### src/rtl/cipher_mmio_ctrl.sv
// Memory-mapped front end for a block-cipher core: key/data registers, a load sequencer
// with watchdog, and a FIFO of whole result blocks with level interrupt.
module cipher_mmio_ctrl #(
   parameter int unsigned KEY_WORDS  = 4,
   parameter int unsigned DATA_WORDS = 4,
   parameter logic [31:0] BASE       = 32'h0,
   parameter int unsigned FIFO_DEPTH = 4,
   parameter int unsigned TIMEOUT    = 1024
) (
   input  logic                      wb_clk,
   input  logic                      reset,
   input  logic                      request,
   input  logic                      write,
   input  logic [31:0]               address,
   input  logic [3:0]                byte_sel,
   input  logic [31:0]               data_from_bus,
   output logic [31:0]               data_to_bus,
   output logic                      done,
   output logic                      err,
   output logic [32*KEY_WORDS-1:0]   core_kin,
   output logic [32*DATA_WORDS-1:0]  core_din,
   output logic                      core_encdec,
   output logic                      core_krdy,
   output logic                      core_drdy,
   input  logic                      core_bsy,
   input  logic                      core_kvld,
   input  logic                      core_dvld,
   input  logic [32*DATA_WORDS-1:0]  core_dout,
   output logic                      irq
);

   localparam int unsigned OFF_DIN  = KEY_WORDS;
   localparam int unsigned OFF_CTRL = KEY_WORDS + DATA_WORDS;
   localparam int unsigned OFF_STAT = OFF_CTRL + 1;
   localparam int unsigned OFF_DOUT = OFF_CTRL + 2;
   localparam int unsigned OFF_LAST = OFF_DOUT + DATA_WORDS - 1;
   localparam int unsigned AW       = $clog2(FIFO_DEPTH);
   localparam int unsigned CW       = AW + 1;
   localparam int unsigned WDW      = $clog2(TIMEOUT + 1);
   localparam int unsigned BW       = 32 * DATA_WORDS;

   typedef enum logic [2:0] {
      S_IDLE,
      S_LOAD_KEY,
      S_WAIT_KEY,
      S_LOAD_DATA,
      S_WAIT_DATA,
      S_PUSH
   } state_t;

   state_t         state_q;
   logic           krdy_q, drdy_q;
   logic           key_dirty_q;
   logic           terr_q;
   logic [WDW-1:0] wdog_q;
   logic [BW-1:0]  res_q;

   logic [31:0]    key_q [KEY_WORDS];
   logic [31:0]    din_q [DATA_WORDS];
   logic           encdec_q, irq_en_q;

   logic [BW-1:0]  fifo_mem [FIFO_DEPTH];
   logic [AW-1:0]  wr_ptr_q, rd_ptr_q;
   logic [CW-1:0]  count_q;
   logic [BW-1:0]  head;

   logic [31:0]    off, wmask, rd_word;
   logic           busy, fifo_full, fifo_empty;
   logic           misaligned, out_of_range, ro_write, start_bit;
   logic           acc_ok, wr_acc, rd_acc, start_acc, clr_acc, key_wr, pop, push;

   // ---------------- address decode / access qualification ----------------
   assign off          = (address - BASE) >> 2;
   assign busy         = (state_q != S_IDLE);
   assign fifo_full    = (count_q == CW'(FIFO_DEPTH));
   assign fifo_empty   = (count_q == '0);
   assign misaligned   = (address[1:0] != 2'b00);
   assign out_of_range = (off > OFF_LAST);
   assign ro_write     = write && (off >= OFF_STAT);
   assign start_bit    = write && (off == OFF_CTRL) && byte_sel[0] && data_from_bus[0];

   assign done = request;
   assign err  = request && (misaligned || out_of_range || ro_write ||
                             (start_bit && (busy || fifo_full)));

   assign acc_ok    = request && !err;
   assign wr_acc    = acc_ok && write;
   assign rd_acc    = acc_ok && !write;
   assign start_acc = acc_ok && start_bit;
   assign clr_acc   = wr_acc && (off == OFF_CTRL) && byte_sel[0] && data_from_bus[3];
   assign key_wr    = wr_acc && (off < OFF_DIN);
   assign pop       = rd_acc && (off == OFF_LAST) && byte_sel[3] && !fifo_empty;
   assign push      = (state_q == S_PUSH);

   assign wmask = {{8{byte_sel[3]}}, {8{byte_sel[2]}}, {8{byte_sel[1]}}, {8{byte_sel[0]}}};
   assign head  = fifo_mem[rd_ptr_q];

   // ---------------- read mux ----------------
   always_comb begin
      rd_word = '0;
      for (int unsigned i = 0; i < KEY_WORDS; i++)
         if (off == i) rd_word = key_q[i];
      for (int unsigned i = 0; i < DATA_WORDS; i++)
         if (off == OFF_DIN + i) rd_word = din_q[i];
      if (off == OFF_CTRL) rd_word = {28'd0, 1'b0, irq_en_q, encdec_q, 1'b0};
      if (off == OFF_STAT) rd_word = {16'd0, 8'(count_q), 5'd0, fifo_full, terr_q, busy};
      for (int unsigned i = 0; i < DATA_WORDS; i++)
         if ((off == OFF_DOUT + i) && !fifo_empty) rd_word = head[32*i +: 32];
   end

   assign data_to_bus = rd_acc ? (rd_word & wmask) : '1;

   // ---------------- bus-visible registers ----------------
   always_ff @(posedge wb_clk or posedge reset) begin
      if (reset) begin
         for (int unsigned i = 0; i < KEY_WORDS; i++)  key_q[i] <= '0;
         for (int unsigned i = 0; i < DATA_WORDS; i++) din_q[i] <= '0;
         encdec_q <= 1'b0;
         irq_en_q <= 1'b0;
      end else if (wr_acc) begin
         for (int unsigned i = 0; i < KEY_WORDS; i++)
            if (off == i) key_q[i] <= (key_q[i] & ~wmask) | (data_from_bus & wmask);
         for (int unsigned i = 0; i < DATA_WORDS; i++)
            if (off == OFF_DIN + i) din_q[i] <= (din_q[i] & ~wmask) | (data_from_bus & wmask);
         if ((off == OFF_CTRL) && byte_sel[0]) begin
            encdec_q <= data_from_bus[1];
            irq_en_q <= data_from_bus[2];
         end
      end
   end

   for (genvar g = 0; g < KEY_WORDS; g++) begin : g_kin
      assign core_kin[32*g +: 32] = key_q[g];
   end
   for (genvar g = 0; g < DATA_WORDS; g++) begin : g_din
      assign core_din[32*g +: 32] = din_q[g];
   end

   assign core_encdec = encdec_q;
   assign core_krdy   = krdy_q;
   assign core_drdy   = drdy_q;
   assign irq         = irq_en_q && (!fifo_empty || terr_q);

   // ---------------- load sequencer with watchdog ----------------
   always_ff @(posedge wb_clk or posedge reset) begin
      if (reset) begin
         state_q     <= S_IDLE;
         krdy_q      <= 1'b0;
         drdy_q      <= 1'b0;
         key_dirty_q <= 1'b1;
         terr_q      <= 1'b0;
         wdog_q      <= '0;
         res_q       <= '0;
      end else begin
         krdy_q <= 1'b0;
         drdy_q <= 1'b0;
         if (clr_acc) terr_q <= 1'b0;
         if (key_wr)  key_dirty_q <= 1'b1;
         case (state_q)
            S_IDLE: begin
               if (start_acc) begin
                  if (key_dirty_q) begin
                     state_q <= S_LOAD_KEY;
                     krdy_q  <= 1'b1;
                  end else begin
                     state_q <= S_LOAD_DATA;
                     drdy_q  <= 1'b1;
                  end
               end
            end
            S_LOAD_KEY: begin
               // A key write landing on the load edge was not seen by the core; keep it dirty.
               if (!key_wr) key_dirty_q <= 1'b0;
               wdog_q  <= '0;
               state_q <= S_WAIT_KEY;
            end
            S_WAIT_KEY: begin
               if (core_kvld || (!core_bsy && (wdog_q != '0))) begin
                  state_q <= S_LOAD_DATA;
                  drdy_q  <= 1'b1;
               end else if (wdog_q == WDW'(TIMEOUT - 1)) begin
                  terr_q      <= 1'b1;
                  key_dirty_q <= 1'b1;
                  state_q     <= S_IDLE;
               end else begin
                  wdog_q <= wdog_q + WDW'(1);
               end
            end
            S_LOAD_DATA: begin
               wdog_q  <= '0;
               state_q <= S_WAIT_DATA;
            end
            S_WAIT_DATA: begin
               if (core_dvld) begin
                  res_q   <= core_dout;
                  state_q <= S_PUSH;
               end else if (wdog_q == WDW'(TIMEOUT - 1)) begin
                  terr_q      <= 1'b1;
                  key_dirty_q <= 1'b1;
                  state_q     <= S_IDLE;
               end else begin
                  wdog_q <= wdog_q + WDW'(1);
               end
            end
            S_PUSH:  state_q <= S_IDLE;
            default: state_q <= S_IDLE;
         endcase
      end
   end

   // ---------------- result FIFO ----------------
   always_ff @(posedge wb_clk or posedge reset) begin
      if (reset) begin
         wr_ptr_q <= '0;
         rd_ptr_q <= '0;
         count_q  <= '0;
      end else begin
         if (push) wr_ptr_q <= wr_ptr_q + AW'(1);
         if (pop)  rd_ptr_q <= rd_ptr_q + AW'(1);
         if (push && !pop)      count_q <= count_q + CW'(1);
         else if (pop && !push) count_q <= count_q - CW'(1);
      end
   end

   always_ff @(posedge wb_clk) begin
      if (push) fifo_mem[wr_ptr_q] <= res_q;
   end

endmodule

### config.mk
export PLATFORM = sky130hd
export DESIGN_NAME = cipher_mmio_ctrl
export DESIGN_NICKNAME = d
export VERILOG_FILES = /design/src/rtl/cipher_mmio_ctrl.sv
export SDC_FILE = /design/constraint.sdc
export NUM_CORES = 1
export LEC_CHECK = 0
export BUFFER_PORTS_ARGS = -buffer_cell sky130_fd_sc_hd__buf_2
export CORE_ASPECT_RATIO = 2
export CORE_MARGIN = 2
export CORE_UTILIZATION = 31
export CTS_CLUSTER_SIZE = 16
export DETAILED_ROUTE_END_ITERATION = 10
export SETUP_SLACK_MARGIN = 0.02
export SYNTH_ARGS = -nofsm -noshare
export SYNTH_HDL_FRONTEND = slang
export SYNTH_SLANG_ARGS = --single-unit
### constraint.sdc
create_clock -name wb_clk -period 16.7 [get_ports wb_clk]
set_input_delay 5.01 -clock wb_clk [delete_from_list [all_inputs] [get_ports wb_clk]]
set_output_delay 5.01 -clock wb_clk [all_outputs]
set_load 0.01 [all_outputs]
==> impl_metrics.ini <==
[finish]
nFillCells = 11500
mostFrequentLayoutCell = edfxtp_1
drive_gt1_frac = 0.424
final-seq-area_um2 = 25700
multi_input_area_um2 = 11700
final_cell_mix = 512 x edfxtp_1, 495 x buf_2, 408 x dfrtp_1, 284 x mux2_2, 161 x mux4_2
fin_area_um2 = 45000
area_growth_pct = 18.8
nets = 2860

[sta]
hold_viol = 0
rsz0062_at_grt = no
slew_headroom = 0.157
fin_crit_ns = 14.11
fin_skew_ns = 0.0184
max_freq_mhz = 70.9
setup_tns_ns = 0
tightest_slew_ns = 1.23
setup_viol = 0
finalCritPeriodShare = 0.845
finalMaxSlewViolations = 0

[pwr]
power.density_nw_per_um2 = 99.7
max-vdd-ir-drop_mv = 0.0819
p_leak_uw = 0.0172
p_total_uw = 4490

[worst_setup_path]
crit_buf_inv = 2
cp-start-kind = primary input
crit_top_cell = buf_2
cp_top_family = simple AND/OR/NAND/NOR gates
crit_arrival_ns = 9.10
cp.required_ns = 11.69
worst-setup-path-type = in2out
cp_max_fo = 27
critPathMaxStageDelay_ns = 0.82
cp_slowest_cell = o32ai_1
cp-end-kind = output pin
crit_chain = buf_2 > nor4_1 > nand4_1 > nor3_1 > nand3_2 > o32ai_1 > o211ai_1 > a32oi_1 > buf_2

[floorplan]
fp.dieH_um = 498
floorplan.initialDensity = 0.312
dieArea_um2 = 125000
fp.dieW_um = 251
io_pins = 497
coreArea_um2 = 121000
rows = 181

[logic_synthesis]
ys.flop_type = edfxtp_1
ys_warn_count = 0
synth_top_area_share = 0.406
synth_edf_count = 512
yosysSeqAreaShare = 0.678
synth_cells = 2152
synth.distinct_cells = 67
ys_ff_latch = 923
synth_nets = 2363
synthArstFlopShare = 0.445
syn_area_um2 = 37800
synth_area_leaders = edfxtp_1 41%, dfrtp_1 27%, mux4_2 9.6%, mux2_2 8.5%, mux2_1 3.7%
avgSynthCellArea_um2 = 17.6
yosysTopAreaCell = edfxtp_1

[detailed_routing]
antenna_left = 0
dr.first_iter.drc_count = 1914
wl_per_cell_um = 29.4
drcViolationCount = 0
via_per_inst = 5.32
vias = 22700
routed_wl_um = 126000
dr.pass1.iters = 7

[clocking]
cts_hold_buf = 0
clockBufferDepth = 3
cts_buffers = 83
clock-root-buffer = clkbuf_16
cts_sinks = 923
postCtsSetupRepairBufs = 0
htreeDepth = 3
clk-insertion-delay-late_ns = 0.68
post_cts_resized = 0
path_clk_slew_ns = 0.07
cts_tree = yes

[placed_design]
dp_hpwl_um = 90900
place_area_um2 = 42100
gp_congestion = 0.878
io_buffers = 496

[run]
drv_cap = 0

[grt]
busiest_layer = met2
gr-usage-met3 = 0.0410
met1_usage = 0.238
grt_overflow = 0
grt.met2_usage = 0.358
grt_pass1_vias = 23000
grt_usage = 0.198
grt_max_degree = 139
antenna_found_initial = 40
grt_pass1_wl_um = 177000

[outcome]
status = finished, final reports clean

[min_path]
hp-class = reg2reg
-- synth_stat cells (25+ instances only) --
cell type,count
nor2_1,70
mux2_2,284
buf_2,29
clkbuf_1,71
mux2_1,126
mux4_2,161
a32oi_1,25
o21ai_0,56
dfrtp_1,410
o22ai_1,48
nand2_1,62
edfxtp_1,512
-- worst register-to-register path, stage by stage, from the launching register on --
cell and delay [ns]:
dfrtp_1 0.49, nand2b_1 0.21, nor2_1 0.60, and2_4 0.60, buf_4 0.65, buf_4 0.93
-- stage by stage --
| step | instances | hold WS (ns) | setup slack, ns | util |
|---|---|---|---|---|
| final | 4278 | 0.510 | 2.59 | 0.371 |
| after global routing | 4275 | 0.527 | 2.36 | 0.370 |
| after CTS | 4274 | 0.512 | 2.57 | 0.370 |
| after detailed placement | 4119 | 0.499 | 2.57 | 0.347 |
| after global placement | 4119 | 0.485 | 2.69 | 0.347 |
| after floorplan | 2152 | 0.472 | 0.255 | - |
-- routing by layer --
layer	share of wire	wire length [um]
met5	0.00086	108
met2	0.52	66000
met1	0.38	47900
met3	0.071	8900
met4	0.023	2890
-- power by group --
group	switching (uW)	leakage [uW]	internal, uW
combinational	71.5	0.00655	28.1
clock	883	0.00138	1120
sequential	0.0000000616	0.00924	2390
-- area by class of cell --
type / count / share of cell area
diodes: 4 / 0.000223
clock buffers: 121 / 0.0542
clock inverters: 34 / 0.00854
inverters: 15 / 0.00142
multi-input cells: 1094 / 0.259
flip-flops and latches: 923 / 0.571
well taps: 1555 / 0.0433
repair buffers: 532 / 0.0622
-- path summary, 6_finish.rpt --
kind	startpoint	endpoint	slack [ns]	depth (start not counted)
max in group asynchronous	reset	async pin	9.95	4
max	address[31]	data_to_bus[19]	2.59	9
max reg2reg	state_q[1]	fifo_mem[0][75]	12.76	5
min in group asynchronous	reset	async pin	4.39	2
min reg2reg	res_q[86]	fifo_mem[0][86]	0.51	0
min	res_q[86]	fifo_mem[0][86]	0.51	0
-- logic make-up after synthesis --
group / count (synthesis) / share of synthesized area
flip-flops: 923 / 0.678
multiplexers: 580 / 0.220
AND/OR/NAND/NOR: 265 / 0.0394
AO/OA/AOI/OAI: 227 / 0.0415
buffers and inverters: 135 / 0.0148
XOR/XNOR: 14 / 0.00324
adder cells (fa/ha/maj): 8 / 0.00284
(Power assumes the default switching activity.)
